[src/rtl/comp_decomp_pkg.sv]
// Shared types for the dictionary compress/decompress engine.
package comp_decomp_pkg;

   localparam int unsigned SYMBOL_WIDTH = 80;

   typedef enum logic [1:0] {
      CMD_NOP    = 2'b00,
      CMD_COMP   = 2'b01,
      CMD_DECOMP = 2'b10,
      CMD_RSVD   = 2'b11
   } cmd_e;

   typedef enum logic [1:0] {
      RSP_NONE      = 2'b00,
      RSP_COMP_OK   = 2'b01,
      RSP_DECOMP_OK = 2'b10,
      RSP_ERR       = 2'b11
   } resp_e;

   typedef enum logic [1:0] {
      ST_IDLE,
      ST_SEARCH,
      ST_DECOMP,
      ST_REJECT
   } state_e;

endpackage

[src/rtl/comp_decomp_engine_dict_mem.sv]
// Symbol dictionary: unreset register array, one sync write port, one async read port.
module comp_dict_mem
   import comp_decomp_pkg::*;
#(
   parameter int unsigned DICT_DEPTH = 16,
   parameter int unsigned AW         = 4
) (
   input  logic                    clk,
   input  logic                    we_i,
   input  logic [AW-1:0]           waddr_i,
   input  logic [SYMBOL_WIDTH-1:0] wdata_i,
   input  logic [AW-1:0]           raddr_i,
   output logic [SYMBOL_WIDTH-1:0] rdata_o
);

   logic [SYMBOL_WIDTH-1:0] mem_q [DICT_DEPTH];

   always_ff @(posedge clk) begin
      if (we_i) mem_q[waddr_i] <= wdata_i;
   end

   assign rdata_o = mem_q[raddr_i];

endmodule

[src/rtl/comp_decomp_engine.sv]
// Dictionary compress/decompress engine: linear-search FSM over comp_dict_mem.
module comp_decomp_engine
   import comp_decomp_pkg::*;
#(
   parameter int unsigned DATA_WIDTH = 8,
   parameter int unsigned DICT_DEPTH = 16
) (
   input  logic                    clk,
   input  logic                    reset,
   input  logic [1:0]              command,
   input  logic [SYMBOL_WIDTH-1:0] data_in,
   input  logic [DATA_WIDTH-1:0]   compressed_in,
   output logic [DATA_WIDTH-1:0]   compressed_out,
   output logic [SYMBOL_WIDTH-1:0] decompressed_out,
   output logic [1:0]              response,
   output logic                    busy
);

   localparam int unsigned CW   = $clog2(DICT_DEPTH + 1);
   localparam int unsigned AW   = (DICT_DEPTH > 1) ? $clog2(DICT_DEPTH) : 1;
   localparam int unsigned CMPW = (DATA_WIDTH > CW) ? DATA_WIDTH : CW;
   localparam logic [CW-1:0] ONE   = CW'(1);
   localparam logic [CW-1:0] DEPTH = CW'(DICT_DEPTH);

   state_e                  state_q, state_d;
   logic [CW-1:0]           idx_q, idx_d;
   logic [CW-1:0]           count_q, count_d;
   logic [SYMBOL_WIDTH-1:0] sym_q, sym_d;
   logic [DATA_WIDTH-1:0]   cidx_q, cidx_d;
   logic [DATA_WIDTH-1:0]   cout_q, cout_d;
   logic [SYMBOL_WIDTH-1:0] dout_q, dout_d;
   resp_e                   resp_q, resp_d;

   logic                    we;
   logic [AW-1:0]           raddr;
   logic [SYMBOL_WIDTH-1:0] rdata;
   logic [CMPW-1:0]         idx_ext, count_ext, cidx_ext;

   comp_dict_mem #(
      .DICT_DEPTH (DICT_DEPTH),
      .AW         (AW)
   ) u_dict (
      .clk     (clk),
      .we_i    (we),
      .waddr_i (count_q[AW-1:0]),
      .wdata_i (sym_q),
      .raddr_i (raddr),
      .rdata_o (rdata)
   );

   assign idx_ext   = CMPW'(idx_q);
   assign count_ext = CMPW'(count_q);
   assign cidx_ext  = CMPW'(cidx_q);
   assign raddr     = (state_q == ST_DECOMP) ? cidx_q[AW-1:0] : idx_q[AW-1:0];

   always_comb begin
      state_d = state_q;
      idx_d   = idx_q;
      count_d = count_q;
      sym_d   = sym_q;
      cidx_d  = cidx_q;
      cout_d  = cout_q;
      dout_d  = dout_q;
      resp_d  = RSP_NONE;
      we      = 1'b0;
      unique case (state_q)
         ST_IDLE: begin
            if (cmd_e'(command) != CMD_NOP) begin
               sym_d  = data_in;
               cidx_d = compressed_in;
               idx_d  = '0;
               unique case (cmd_e'(command))
                  CMD_COMP:   state_d = ST_SEARCH;
                  CMD_DECOMP: state_d = ST_DECOMP;
                  default:    state_d = ST_REJECT;
               endcase
            end
         end
         ST_SEARCH: begin
            // Entry idx is only valid below count; last probe (or empty dict) falls through to insert.
            if ((idx_q < count_q) && (rdata == sym_q)) begin
               cout_d  = idx_ext[DATA_WIDTH-1:0];
               resp_d  = RSP_COMP_OK;
               state_d = ST_IDLE;
            end else if ((idx_q + ONE) >= count_q) begin
               state_d = ST_IDLE;
               if (count_q < DEPTH) begin
                  we      = 1'b1;
                  count_d = count_q + ONE;
                  cout_d  = count_ext[DATA_WIDTH-1:0];
                  resp_d  = RSP_COMP_OK;
               end else begin
                  resp_d = RSP_ERR;
               end
            end else begin
               idx_d = idx_q + ONE;
            end
         end
         ST_DECOMP: begin
            state_d = ST_IDLE;
            if (cidx_ext < count_ext) begin
               dout_d = rdata;
               resp_d = RSP_DECOMP_OK;
            end else begin
               resp_d = RSP_ERR;
            end
         end
         default: begin
            state_d = ST_IDLE;
            resp_d  = RSP_ERR;
         end
      endcase
   end

   always_ff @(posedge clk or posedge reset) begin
      if (reset) begin
         state_q <= ST_IDLE;
         idx_q   <= '0;
         count_q <= '0;
         sym_q   <= '0;
         cidx_q  <= '0;
         cout_q  <= '0;
         dout_q  <= '0;
         resp_q  <= RSP_NONE;
      end else begin
         state_q <= state_d;
         idx_q   <= idx_d;
         count_q <= count_d;
         sym_q   <= sym_d;
         cidx_q  <= cidx_d;
         cout_q  <= cout_d;
         dout_q  <= dout_d;
         resp_q  <= resp_d;
      end
   end

   assign compressed_out   = cout_q;
   assign decompressed_out = dout_q;
   assign response         = resp_q;
   assign busy             = (state_q != ST_IDLE);

endmodule

[config.mk]
export PLATFORM = sky130hd
export DESIGN_NAME = comp_decomp_engine
export DESIGN_NICKNAME = d
export VERILOG_FILES = /design/src/rtl/comp_decomp_pkg.sv /design/src/rtl/comp_decomp_engine_dict_mem.sv /design/src/rtl/comp_decomp_engine.sv
export SDC_FILE = /design/constraint.sdc
export NUM_CORES = 2
export LEC_CHECK = 0
export BUFFER_PORTS_ARGS = -buffer_cell sky130_fd_sc_hd__buf_2
export CAP_MARGIN = 30
export CORE_ASPECT_RATIO = 1.25
export CORE_MARGIN = 1.5
export CORE_UTILIZATION = 55
export DETAILED_ROUTE_END_ITERATION = 7
export MAX_ROUTING_LAYER = met4
export PLACE_DENSITY = 0.72
export SETUP_SLACK_MARGIN = 0.5
export SYNTH_ARGS = -nofsm -noshare
export SYNTH_HDL_FRONTEND = slang
export SYNTH_SLANG_ARGS = --single-unit
export TNS_END_PERCENT = 30
[constraint.sdc]
create_clock -name clk -period 15 [get_ports clk]
set_clock_uncertainty 0.2 [all_clocks]
set_input_delay 0 -clock clk [delete_from_list [all_inputs] [get_ports clk]]
set_output_delay 0 -clock clk [all_outputs]
set_load 0.01 [all_outputs]
==> results.py <==
metrics = {
    "outcome": {
        "outcome": "complete, no violations",
    },
    "logic_synthesis": {
        "netlist_area_um2": 60300,
        "avgSynthCellArea_um2": 14.87,
        "yosysWarnings": 0,
        "ys_types": 77,
        "synth_edf_count": 1280,
        "seq_area_frac_synth_pct": 71.50,
        "synth_ff_type": "edfxtp_1",
        "ys_async_sr_fraction_pct": 12.75,
        "synth_seq_cells": 1467,
        "netlist_instances": 4055,
    },
    "detailed_routing": {
        "drt_iter0_drc": 5193,
        "drt_wl_total_um": 174500,
        "drt-pass1-iter-count": 6,
        "vias": 38630,
        "ant_nets": 0,
        "drc_errors": 0,
        "drt-wirelength-per-cell_um": 28.96,
        "vias_per_cell": 6.412,
    },
    "clock_network": {
        "clockBufferDepth": 3,
        "clock_sinks": 1467,
        "clockRootBuffer": "clkbuf_16",
        "tritoncts": "built",
        "cts_buffers": 139,
        "clock_latency_ns": 0.78,
        "htree_levels": 4,
        "cts_setup_buffers": 0,
        "cts.clk_slew.worst_paths_ns": 0.07,
    },
    "timing": {
        "slew_headroom_pct": 25.40,
        "tns_ns": 0,
        "finalCriticalPeriod_ns": 8.402,
        "fin_crit_sh_pct": 56.01,
        "slew_viol_final": 0,
        "setup_viol": 0,
        "setup_slack_ns": 6.598,
        "hold_viol_final": 0,
        "fmax_ghz": 0.1190,
        "tightest_slew_ns": 1.119,
        "rsz0062_at_grt": "false",
        "whs_ns": 0.2718,
    },
    "power_and_ir_drop": {
        "p_int_w": 0.008814,
        "worst_ir_drop_vdd_uv": 183.2,
        "pwr-share-clk_pct": 24.6,
        "p_seq_share_pct": 42.7,
        "p_leak_nw": 24.55,
        "power_density_nw_per_um2": 201.7,
        "p_comb_share_pct": 32.7,
        "swShare_pct": 37.36,
        "p_sw_w": 0.005256,
    },
    "placement": {
        "pre_cts_ws_ns": 6.804,
        "dp_hpwl_um": 99730,
        "io_buffers": 179,
        "gp_congestion": 0.9013,
    },
    "grt": {
        "track_usage_pct": 32.09,
        "grt_pass1_vias": 38230,
        "antenna_found_initial": 9,
        "grt_max_degree": 129,
        "grt_overflow": 0,
        "grt_pass1_wl_um": 253200,
    },
    "setup_path": {
        "critPathMaxFanout": 128,
        "worstPathArrival_ns": 8.57,
        "worst-setup-path-type": "reg2reg",
        "critPathMostFrequentCell": "buf_12",
        "crit_chain": "and3b_1 -> a21o_4 -> buf_12 -> buf_12 -> nand3_1 -> o22ai_1 -> nor4_1 -> xnor2_1 -> a2111o_1 -> nand4b_1 -> nor4_2 -> and4_4 -> nor2_2 -> and3_4 -> buf_4",
        "required_ns": 15.17,
        "end_kind": "flop",
        "startpoint_type": "flop",
        "crit_family": "simple AND/OR/NAND/NOR gates",
        "slowest_stage": "and3_4",
        "crit_path_max_incr_delay_ns": 0.82,
        "crit_buf_inv": 3,
    },
    "worst_hold_path": {
        "hold_class": "reg2reg",
    },
    "flow_run": {
        "drv_cap": 0,
    },
    "die": {
        "fp.dieH_um": 373.2,
        "io_pins": 183,
        "initial_core_util_pct": 55.52,
        "die_w_um": 299.2,
        "die-area_um2": 111600,
        "core_area_um2": 108600,
        "rows": 135,
    },
    "layout": {
        "layout.nets": 4581,
        "area_growth_pct": 15.70,
        "final_core_util_pct": 64.24,
        "final_common_cell": "edfxtp_1",
        "layout-drive-gt1-share_pct": 13.67,
        "final_cell_mix": "edfxtp_1 (1280), nand2_1 (657), mux2i_1 (498)",
    },
}
[flip-flops by register name, summed over array words and instances, names as in the netlist]
| signal | cells |
|---|---|
| u_dict.mem_q | 1280 |
| cidx_ext | 8 |
| compressed_out | 5 |
| count_q | 5 |
| decompressed_out | 80 |
| sym_q | 80 |
| response | 2 |
| state_q | 2 |
| idx_q | 5 |
[synthesized netlist by cell type (5+ instances only)]
cell	n	area (µm²)
edfxtp_1	1280	38440
nand2_1	658	2470
mux2i_1	502	5025
dfrtp_1	187	4679
nor2_1	130	488.0
o21ai_0	116	580.6
a21oi_1	114	570.6
o22ai_1	113	706.9
clkbuf_1	80	300.3
buf_2	77	385.4
nand3_1	67	335.3
mux2_2	57	641.9
buf_1	40	150.1
mux4_2	40	900.9
xnor2_1	39	341.6
inv_1	37	138.9
o32ai_1	34	297.8
nor3_1	32	160.2
o211ai_1	32	240.2
a221oi_1	30	262.8
a32oi_1	28	245.2
and3_1	24	150.1
a211oi_1	23	172.7
nand2b_1	22	137.6
nand4_1	21	131.4
xor2_1	21	183.9
buf_6	20	225.2
nor4_1	20	125.1
a31oi_1	19	118.9
ha_1	19	237.7
nor2b_1	17	106.4
o221ai_1	17	148.9
buf_4	13	97.59
a22oi_1	12	90.09
a21o_1	10	75.07
or4_1	7	52.55
o2111ai_1	6	52.55
a221o_1	5	50.05
a222oi_1	5	50.05
a22o_1	5	43.79
nor4_2	5	62.56
o2bb2ai_1	5	43.79
or3_1	5	31.28
[power by group through the flow]
stage          clock network (W)  logic, W  registers, W
2_1_floorplan                  0   0.00267       0.00583
3_3_place_gp                   0   0.00431       0.00603
3_5_place_dp                   0   0.00436       0.00606
4_1_cts                  0.00349   0.00449       0.00598
5_1_grt                  0.00364   0.00481       0.00606
6_report                 0.00347   0.00460       0.00601
[worst register-to-register path, delay by kind of cell (launching register included)]
family	cells	cell delay [ns]
flip-flops	1	0.81
AO/OA/AOI/OAI	3	1.01
AND/OR/NAND/NOR	8	3.20
buffers and inverters	3	2.13
XOR/XNOR	1	0.44
[layout make-up]
type,count,area [µm²]
Timing Repair Buffer,502,4089
Inverter,39,153.9
Fill cell,7542,38840
Clock inverter,59,573.1
Multi-Input combinational cell,2321,16150
Sequential cell,1467,43120
Clock buffer,191,3859
Antenna cell,7,17.52
Tap cell,1438,1799
[logic make-up (layout without fill, tap and decap cells)]
logic type                 count (synthesis)  after routing  synth area share (%)
and+or+nand+nor                         1025           1025                 7.281
adders and majority gates                 19             19                0.3943
xor gates and xnor gates                  60             60                0.8715
AOI/OAI and AO/OA                        611            611                 6.812
muxes                                    603            603                 10.97
buffers and inverters                    269            791                 2.164
other                                      1             10              0.006219
DFF                                     1467           1467                 71.50
[metal layers]
| layer | wire, µm | global-route usage [%] | vias up |
|---|---|---|---|
| met2 | 83960 | 50.48 | 2519 |
| met1 | 63410 | 40.45 | 19300 |
| met5 | 0 | - | - |
| li1 | - | - | 16340 |
| met4 | 8818 | 14.65 | 0 |
| met3 | 18270 | 6.326 | 469 |
[what timing repair did]
item	in CTS	in global routing
resized for setup	0	0
hold buffers	229	0
hold endpoints to repair	201	0
[stage by stage]
step	cells	area [µm²]	power, W
global placement	5530	62830	0.01034
CTS	6016	69730	0.01396
floorplan	4057	60310	0.008503
detailed placement	5537	63010	0.01043
global route	6024	69770	0.01451
finish	6024	69770	0.01407
[path summary, 6_finish.rpt]
| check | endpoint | slack (ns) | startpoint | cells after the start |
|---|---|---|---|---|
| worst max-delay path | u_dict.mem_q[12][63] | 6.60 | cidx_ext[0] | 15 |
| worst min-delay path | decompressed_out[44] | 0.27 | decompressed_out[44] | 2 |
| worst max register to register | u_dict.mem_q[12][63] | 6.60 | cidx_ext[0] | 15 |
| worst min register to register | decompressed_out[44] | 0.27 | decompressed_out[44] | 2 |
| max in group asynchronous | sym_q[30] | 12.23 | reset | 6 |
| min in group asynchronous | sym_q[51] | 0.29 | reset | 4 |
No activity file was read; power rests on OpenSTA's default activity.
